**config.mk**
```make
export PLATFORM = sky130hd
export DESIGN_NAME = inst_dispatch_flat
export DESIGN_NICKNAME = d
export VERILOG_FILES = /design/src/rtl/inst_dispatch_if.sv /design/src/rtl/inst_dispatch.sv /design/src/flat_wrapper.sv
export SDC_FILE = /design/constraint.sdc
export NUM_CORES = 1
export LEC_CHECK = 0
export ABC_CLOCK_PERIOD_IN_PS = 3550
export BUFFER_PORTS_ARGS = -buffer_cell sky130_fd_sc_hd__buf_2
export CORE_MARGIN = 1.5
export CORE_UTILIZATION = 25
export CTS_CLUSTER_SIZE = 14
export DETAILED_ROUTE_END_ITERATION = 8
export PLACE_DENSITY = 0.54
export SYNTH_ARGS = -nofsm -noshare
export SYNTH_HDL_FRONTEND = slang
export SYNTH_SLANG_ARGS = --single-unit
```
**constraint.sdc**
```tcl
create_clock -name clk -period 3.55 [get_ports clk]
set_input_delay 0.355 -clock clk [delete_from_list [all_inputs] [get_ports clk]]
set_output_delay 0.355 -clock clk [all_outputs]
set_load 0.03 [all_outputs]
```
**src/rtl/inst_dispatch_if.sv**
```systemverilog
// Valid/ready stream bundle used for the fetch input and the three engine command ports.
// The master drives data/valid and the slave returns ready.
interface inst_dispatch_if #(
  parameter int W = 32
);
  logic [W-1:0] data;
  logic         valid;
  logic         ready;

  modport master (output data, output valid, input ready);
  modport slave  (input data, input valid, output ready);
endinterface

```
**src/rtl/inst_dispatch.sv**
```systemverilog
// Instruction dispatcher: 2-entry FIFO after the fetch stage, opcode decode, and issue to
// load/compute/store engines, with SYNC barrier, END halt, illegal-opcode flag and retire count.
module inst_dispatch #(
  parameter int IW = 36,
  parameter int CW = 16
) (
  input  logic            clk,
  input  logic            rst_n,
  inst_dispatch_if.slave  instgen_s,
  inst_dispatch_if.master ld_m,
  inst_dispatch_if.master cp_m,
  inst_dispatch_if.master st_m,
  input  logic            ld_busy,
  input  logic            cp_busy,
  input  logic            st_busy,
  output logic            done,
  output logic            err,
  output logic [CW-1:0]   inst_cnt
);

  localparam int PW = IW - 4;

  localparam logic [3:0] OP_NOP   = 4'd0;
  localparam logic [3:0] OP_LOAD  = 4'd1;
  localparam logic [3:0] OP_COMP  = 4'd2;
  localparam logic [3:0] OP_STORE = 4'd3;
  localparam logic [3:0] OP_SYNC  = 4'd4;
  localparam logic [3:0] OP_END   = 4'd5;

  // ST_GUARD is the first cycle after a SYNC, during which engine busy is ignored
  // so that a command issued just before the SYNC has time to raise its busy.
  typedef enum logic [1:0] {
    ST_RUN,
    ST_GUARD,
    ST_WAIT,
    ST_HALT
  } state_t;

  state_t          state;
  state_t          state_nxt;

  logic [IW-1:0]   fifo_mem [2];
  logic            wr_ptr;
  logic            rd_ptr;
  logic [1:0]      fifo_cnt;

  logic            push;
  logic            pop;
  logic            err_set;
  logic            ld_valid;
  logic            cp_valid;
  logic            st_valid;
  logic [3:0]      opcode;
  logic [PW-1:0]   payload;
  logic            any_busy;

  assign instgen_s.ready = (fifo_cnt != 2'd2);
  assign push            = instgen_s.valid & instgen_s.ready;

  assign opcode  = fifo_mem[rd_ptr][IW-1:IW-4];
  assign payload = fifo_mem[rd_ptr][PW-1:0];

  assign ld_m.data  = payload;
  assign cp_m.data  = payload;
  assign st_m.data  = payload;
  assign ld_m.valid = ld_valid;
  assign cp_m.valid = cp_valid;
  assign st_m.valid = st_valid;

  assign any_busy = ld_busy | cp_busy | st_busy;
  assign done     = (state == ST_HALT);

  always_ff @(posedge clk) begin
    if (push) begin
      fifo_mem[wr_ptr] <= instgen_s.data;
    end
  end

  always_ff @(posedge clk or negedge rst_n) begin
    if (!rst_n) begin
      wr_ptr   <= 1'b0;
      rd_ptr   <= 1'b0;
      fifo_cnt <= 2'd0;
    end else begin
      if (push) begin
        wr_ptr <= ~wr_ptr;
      end
      if (pop) begin
        rd_ptr <= ~rd_ptr;
      end
      case ({push, pop})
        2'b10:   fifo_cnt <= fifo_cnt + 2'd1;
        2'b01:   fifo_cnt <= fifo_cnt - 2'd1;
        default: fifo_cnt <= fifo_cnt;
      endcase
    end
  end

  always_ff @(posedge clk or negedge rst_n) begin
    if (!rst_n) begin
      state    <= ST_RUN;
      err      <= 1'b0;
      inst_cnt <= '0;
    end else begin
      state <= state_nxt;
      if (err_set) begin
        err <= 1'b1;
      end
      if (pop) begin
        inst_cnt <= inst_cnt + CW'(1);
      end
    end
  end

  // Every pop is a retire; engine commands pop only on their handshake.
  always_comb begin
    state_nxt = state;
    pop       = 1'b0;
    err_set   = 1'b0;
    ld_valid  = 1'b0;
    cp_valid  = 1'b0;
    st_valid  = 1'b0;
    case (state)
      ST_RUN: begin
        if (fifo_cnt != 2'd0) begin
          case (opcode)
            OP_NOP: begin
              pop = 1'b1;
            end
            OP_LOAD: begin
              ld_valid = 1'b1;
              pop      = ld_m.ready;
            end
            OP_COMP: begin
              cp_valid = 1'b1;
              pop      = cp_m.ready;
            end
            OP_STORE: begin
              st_valid = 1'b1;
              pop      = st_m.ready;
            end
            OP_SYNC: begin
              pop       = 1'b1;
              state_nxt = ST_GUARD;
            end
            OP_END: begin
              pop       = 1'b1;
              state_nxt = ST_HALT;
            end
            default: begin
              pop     = 1'b1;
              err_set = 1'b1;
            end
          endcase
        end
      end
      ST_GUARD: begin
        state_nxt = ST_WAIT;
      end
      ST_WAIT: begin
        if (!any_busy) begin
          state_nxt = ST_RUN;
        end
      end
      ST_HALT: begin
        state_nxt = ST_HALT;
      end
      default: begin
        state_nxt = ST_RUN;
      end
    endcase
  end

endmodule

```
**src/flat_wrapper.sv**
```systemverilog
// flat-port wrapper written by rule: the top's interface ports become plain ports
module inst_dispatch_flat 
#(
  parameter int IW = 36,
  parameter int CW = 16
)
  (clk, rst_n, ld_busy, cp_busy, st_busy, done, err, inst_cnt, instgen_s_data, instgen_s_valid, instgen_s_ready, ld_m_data, ld_m_valid, ld_m_ready, cp_m_data, cp_m_valid, cp_m_ready, st_m_data, st_m_valid, st_m_ready);
  inst_dispatch_if #(.W(IW)) instgen_s_i ();
  inst_dispatch_if #(.W((32))) ld_m_i ();
  inst_dispatch_if #(.W((32))) cp_m_i ();
  inst_dispatch_if #(.W((32))) st_m_i ();
  input  logic clk;
  input  logic rst_n;
  input  logic ld_busy;
  input  logic cp_busy;
  input  logic st_busy;
  output logic done;
  output logic err;
  output logic [CW-1:0] inst_cnt;
  input wire logic [$bits(instgen_s_i.data)-1:0] instgen_s_data;
  input wire logic [$bits(instgen_s_i.valid)-1:0] instgen_s_valid;
  output wire logic [$bits(instgen_s_i.ready)-1:0] instgen_s_ready;
  output wire logic [$bits(ld_m_i.data)-1:0] ld_m_data;
  output wire logic [$bits(ld_m_i.valid)-1:0] ld_m_valid;
  input wire logic [$bits(ld_m_i.ready)-1:0] ld_m_ready;
  output wire logic [$bits(cp_m_i.data)-1:0] cp_m_data;
  output wire logic [$bits(cp_m_i.valid)-1:0] cp_m_valid;
  input wire logic [$bits(cp_m_i.ready)-1:0] cp_m_ready;
  output wire logic [$bits(st_m_i.data)-1:0] st_m_data;
  output wire logic [$bits(st_m_i.valid)-1:0] st_m_valid;
  input wire logic [$bits(st_m_i.ready)-1:0] st_m_ready;
  assign instgen_s_i.data = instgen_s_data;
  assign instgen_s_i.valid = instgen_s_valid;
  assign instgen_s_ready = instgen_s_i.ready;
  assign ld_m_data = ld_m_i.data;
  assign ld_m_valid = ld_m_i.valid;
  assign ld_m_i.ready = ld_m_ready;
  assign cp_m_data = cp_m_i.data;
  assign cp_m_valid = cp_m_i.valid;
  assign cp_m_i.ready = cp_m_ready;
  assign st_m_data = st_m_i.data;
  assign st_m_valid = st_m_i.valid;
  assign st_m_i.ready = st_m_ready;
  inst_dispatch #(.IW(IW), .CW(CW)) u_core (.clk(clk), .rst_n(rst_n), .instgen_s(instgen_s_i), .ld_m(ld_m_i), .cp_m(cp_m_i), .st_m(st_m_i), .ld_busy(ld_busy), .cp_busy(cp_busy), .st_busy(st_busy), .done(done), .err(err), .inst_cnt(inst_cnt));
endmodule
```
; After elaboration in Yosys (flattened, before gate mapping)
; Memory sizes are Yosys's and may differ from the RTL's.
; Cells that the tools add are included.
; W data, S select, Z words.
[classes]
add_sub_neg = 3
mul = 0
div = 0
magnitude_cmp = 0
eq_ne = 14
n_shift = 0
mux = 22
bitwise = 5
n_reduce_logical = 6
[ops]
columns = op, count
row1 = $add A16 B1 Y16 const B, 1
row2 = $mux W1, 16
row3 = $eq A4 B2 Y1 const B, 2
row4 = $eq A4 B3 Y1 const B, 2
row5 = $pmux W2 S2, 2
row6 = $pmux W2 S4, 1
row7 = $eq A2 B2 Y1 const B, 3
row8 = $reduce_or A6 Y1, 1
row9 = $eq A2 B1 Y1 const B, 2
row10 = $eq A4 B1 Y1 const B, 1
row11 = $logic_not A4 Y1, 1
row12 = $mux W2, 2
row13 = $ne A2 B2 Y1 const B, 2
row14 = $reduce_bool A2 Y1, 2
row15 = $ne A3 B3 Y1 const B, 1
row16 = $pmux W1 S3, 1
row17 = $reduce_and A3 Y1, 1
row18 = $add A2 B1 Y2 const B, 1
row19 = $logic_not A2 Y1, 1
row20 = $ne A2 B1 Y1 const B, 1
row21 = $not A1 Y1, 2
row22 = $or A1 B1 Y1, 2
row23 = $sub A2 B1 Y2 const B, 1
row24 = $and A1 B1 Y1, 1
[totals]
ff_bits = 23
latch_bits = 0
mem_bits_rw = 72
rom_bits = 0
input_bits = 45
output_inout_bits = 118
elab_cells = 57
n_memories = 1
[memory_table]
columns = name, words, width, read_ports, rd_clocked_by_memory_dff, wr, line_no
row1 = u_core.fifo_mem, 2, 36, 1, 0, 1, inst_dispatch.sv:42  ; logic [IW-1:0] fifo_mem [2];

; Longest topological paths before layout
; An unclocked memory read counts as a cell.
[depth]
word_depth = 7
mapped_depth = 9
mapped_depth_nobuf = 9

; Worst setup path after synthesis
; Ideal clock, no wire load.
[synth_timing]
kind = register -> register
from = register u_core.fifo_cnt[0]
to = memory u_core.fifo_mem[0][0], enable pin
setup_ns = 0.429
arrival_ns = 2.439
required_time_ns = 3.121
slack_ns = 0.681
stages_incl_launch_ff = 4
n_path_buf = 0
period_less_slack_ns = 2.869
path_cell_list = dfrtp_1 > nand2b_1 > nand2_1 > nor2_1
[synth_via]
elab_chain_len = 4
[synth_lines]
columns = element, line_no
row1 = from (decl), inst_dispatch.sv:45  ; logic [1:0] fifo_cnt;
row2 = from (signal assigned), inst_dispatch.sv:92  ; 2'b10: fifo_cnt <= fifo_cnt + 2'd1;
row3 = from (signal assigned), inst_dispatch.sv:93  ; 2'b01: fifo_cnt <= fifo_cnt - 2'd1;
row4 = from (signal assigned), inst_dispatch.sv:94  ; default: fifo_cnt <= fifo_cnt;
row5 = $ne A2 B2 Y1, inst_dispatch.sv:57  ; assign instgen_s.ready = (fifo_cnt != 2'd2);
row6 = named net instgen_s_ready, flat_wrapper.sv:22  ; output wire logic [$bits(instgen_s_i.ready)-1:0] instgen_s_ready;
row7 = $and A1 B1 Y1, inst_dispatch.sv:58  ; assign push = instgen_s.valid & instgen_s.ready;
row8 = $mux W1, inst_dispatch.sv:74  ; if (push) begin
row9 = $mux W1 (implied by the code), inst_dispatch.sv:75  ; fifo_mem[wr_ptr] <= instgen_s.data;
row10 = to (decl), inst_dispatch.sv:42
; The timed path passes the listed nets, and every way through them passes these cells.

; Worst setup path after layout
[layout_timing]
from = register u_core.rd_ptr
to = register u_core.fifo_cnt[1]
[layout_via]
elab_chain_len = 7
elab_cells_between_ends = 11
classes_between = eq/ne (5) / mux (4) / reduce/logical (1) / memory (1)
[layout_lines]
columns = element, line_no
row1 = from (decl), inst_dispatch.sv:44  ; logic rd_ptr;
row2 = from (signal assigned), inst_dispatch.sv:89  ; rd_ptr <= ~rd_ptr;
row3 = $mem_v2 Z2 W36 *, --
row4 = $eq A4 B2 Y1 / $eq A4 B1 Y1 (equally long branches), inst_dispatch.sv:126  ; case (opcode)
row5 = $pmux W1 S3 *, inst_dispatch.sv:126
row6 = $mux W1 *, inst_dispatch.sv:125  ; if (fifo_cnt != 2'd0) begin
row7 = $mux W1 *, inst_dispatch.sv:123  ; case (state)
row8 = named net u_core.pop, inst_dispatch.sv:48  ; logic pop;
row9 = $eq A2 B1 Y1 / $eq A2 B2 Y1 (equally long branches), inst_dispatch.sv:91  ; case ({push, pop})
row10 = $pmux W2 S2 / $reduce_bool A2 Y1 (equally long branches), --
; Mark *: on every way through the listed nets, which the timed path passes. The rest lies on a longest branch.
; A chain may end at the register's enable or synchronous reset.

==> flow_metrics.tcl <==
set metrics [dict create \
    relSlewSlack_pct 36.9 \
    vias 2488 \
    cts_buffer_depth 2 \
    drtIter0Drc 92 \
    grt_antenna_before_repair 0 \
    cts.clk_slew.worst_paths_ns 0.07 \
    cts-root-buf "clkbuf_16" \
    nets 457 \
    drv_cap 0 \
    tritoncts "done" \
    finalCritPeriodShare_pct 67.9 \
    min_path_type "input pin to flop" \
    power_density_nw_per_um2 661 \
    path_max_fanout 15 \
    start_util_pct 25.4 \
    track_usage_pct 9.66 \
    place_inst 619 \
    maxSlewViolCount 0 \
    cts.sinks 95 \
    die_w_um 135 \
    port_buffers 162 \
    rows 48 \
    status "completed" \
    synth_area_um2 4350 \
    die_h_um 135 \
    setup_viol 0 \
    drc_errors 0 \
    vias_per_cell 3.91 \
    max_slew.worst_pin.slew_ns 0.947 \
    grt-ovfl-total 0 \
    core_um2 17100 \
    synth_cell_types 42 \
    synth_nets 351 \
    leakagePower_nw 2.25 \
    h-tree-depth 3 \
    end_kind "flop" \
    finClkSkew_ns 0.00836 \
    dieArea_um2 18200 \
    ys_warn_count 0 \
    grt_max_degree 37 \
    startpoint_type "flop" \
    drive_gt1_share_pct 55.5 \
    dr.pass1.iters 4 \
    synth_area_per_cell_um2 14.5 \
    fmax_ghz 0.415 \
    rsz0062_at_grt "no" \
    crit_arrival_ns 2.67 \
    dp_hpwl_um 5990 \
    numCtsBuffers 9 \
    n_antenna_cell 0 \
    hold_viol_final 0 \
    synthCells 300 \
    ys_seq_area_share_pct 62.9 \
    wl_um 8520 \
    yosys_register_bits 95 \
    critPathKind "flop to flop" \
    worstPathRequired_ns 3.81 \
    clock_latency_ns 0.34 \
    io_pins 163 \
    area_growth_pct 21.4 \
    place_congestion 0.727 \
    vdd_drop_max_v 0.000232 \
    final_cells 636 \
    antenna_left 0 \
    rrSetupSlack_ns 1.14 \
    layout_min_cycle_time_ns 2.41 \
    grt_pass1_vias 2554 \
    grt_pass1_wl_um 13300 \
    setup_tns_ns 0 \
    whs_ns 0.199 \
    wl_per_cell_um 13.4 \
]
-- logic make-up (layout without fill, tap and decap cells) --
logic type,count (synthesis),in the layout,share of synthesized area [%]
buf+inv,79,190,12.7
simple gates,50,50,6.33
compound gates,12,12,2.33
xor+xnor,20,20,4.03
fa+ha+maj,6,6,1.73
flops,95,95,62.9
mux,38,38,9.93
-- Yosys cell counts, drive strengths merged --
cell type / count / area [µm²]
and3: 3 / 18.8
inv: 9 / 33.8
xor2: 10 / 87.6
nand4: 2 / 12.5
or2: 1 / 6.26
o21a: 1 / 7.51
nor4bb: 1 / 10.0
o22ai: 1 / 6.26
a21oi: 2 / 17.5
or3b: 1 / 8.76
xnor2: 10 / 87.6
o21ai: 2 / 10.0
a31oi: 1 / 6.26
o21bai: 1 / 7.51
mux2: 35 / 398
mux2i: 3 / 33.8
nand2: 11 / 41.3
o211ai: 2 / 28.8
dfrtp: 23 / 576
nand2b: 1 / 6.26
nand3b: 1 / 7.51
buf: 70 / 519
nor2: 11 / 41.3
nor4: 3 / 18.8
nor4b: 1 / 8.76
ha: 6 / 75.1
o31a: 1 / 8.76
a32oi: 1 / 8.76
nor3b: 2 / 20.0
nand3: 4 / 20.0
edfxtp: 72 / 2160
nor3: 8 / 55.1
-- worst paths after layout --
check / start / end / depth (start not counted)
hold / removal: instgen_s_data[10] / u_core.fifo_mem[1][10] / 1
setup reg to reg: u_core.rd_ptr / u_core.fifo_cnt[1] / 7
max in group asynchronous: rst_n / u_core.rd_ptr / 2
min in group asynchronous: rst_n / u_core.inst_cnt[14] / 2
setup / recovery: u_core.rd_ptr / u_core.fifo_cnt[1] / 7
hold reg to reg: u_core.inst_cnt[15] / u_core.inst_cnt[15] / 1
-- report_power, final --
group | switching, mW | leakage [nW] | internal (mW)
clock network | 0.410 | 0.162 | 0.610
logic | 0.711 | 1.14 | 0.255
registers | 0.0645 | 0.950 | 1.44
-- cells in the final DEF, fill, tap and decap left out, drive strengths merged --
cell type and count:
nand2 11, nand2b 1, nand3 4, a21oi 2, and3 3, o22ai 1, o21ai 2, buf 164
edfxtp 72, nand3b 1, inv 11, xor2 10, nor4 3, nor2 11, clkbuf 14, nor4b 1
dlygate4sd3 1, ha 6, mux2i 3, o21bai 1, nor3 8, o211ai 2, a32oi 1, xnor2 10
o21a 1, dfrtp 23, or2 1, o31a 1, nor4bb 1, nor3b 2, mux2 35, nand4 2
a31oi 1, or3b 1
-- timing repair --
item	in CTS	in global routing
endpoints found under the hold margin	22	0
hold buffers	1	0
gates resized for setup	0	0
setup buffers	0	0
-- worst max-delay path, stage by stage, from the launching register on --
cell and delay (ns):
dfrtp_2 0.47, mux2i_2 0.29, mux2_4 0.34, o211ai_4 0.48
inv_2 0.12, ha_1 0.36, nor2_1 0.14, xor2_1 0.15
-- routing by layer --
layer  wire length, µm  up-vias  global-route usage, %  part of all wire, %
met1              3690     1180                   11.0                   43
met4                96        0                   3.76                  1.1
met3               518        7                   3.23                  6.1
met2              4220       90                   16.7                   49
met5                 0        -                      0                    0
li1                  -     1211                      -                    -
-- sequential cells by signal, summed over array words and instances, names as in the netlist --
signal,count
u_core.state,2
u_core.fifo_cnt,2
u_core.fifo_mem,72
u_core.inst_cnt,16
u_core.err,1
u_core.rd_ptr,1
u_core.wr_ptr,1
-- final cells by class --
class                           count  area, µm²
Multi-Input combinational cell    126       1070
Tap cell                          225        282
Timing Repair Buffer              165        836
Clock buffer                       14        309
Fill cell                        1735      11800
Inverter                            9       33.8
Clock inverter                      2       15.0
Sequential cell                    95       2740
-- stage by stage --
step	power [mW]	worst slack (ns)	instance area (µm²)	utilization, %
after CTS	3.55	1.10	5280	30.9
after global routing	3.66	0.804	5280	30.9
after global placement	2.51	1.19	4950	28.9
after floorplan	2.37	0.681	4350	-
final	3.49	1.14	5280	30.9
after detailed placement	2.51	1.12	4950	28.9
No activity file was read; power rests on OpenSTA's default activity.
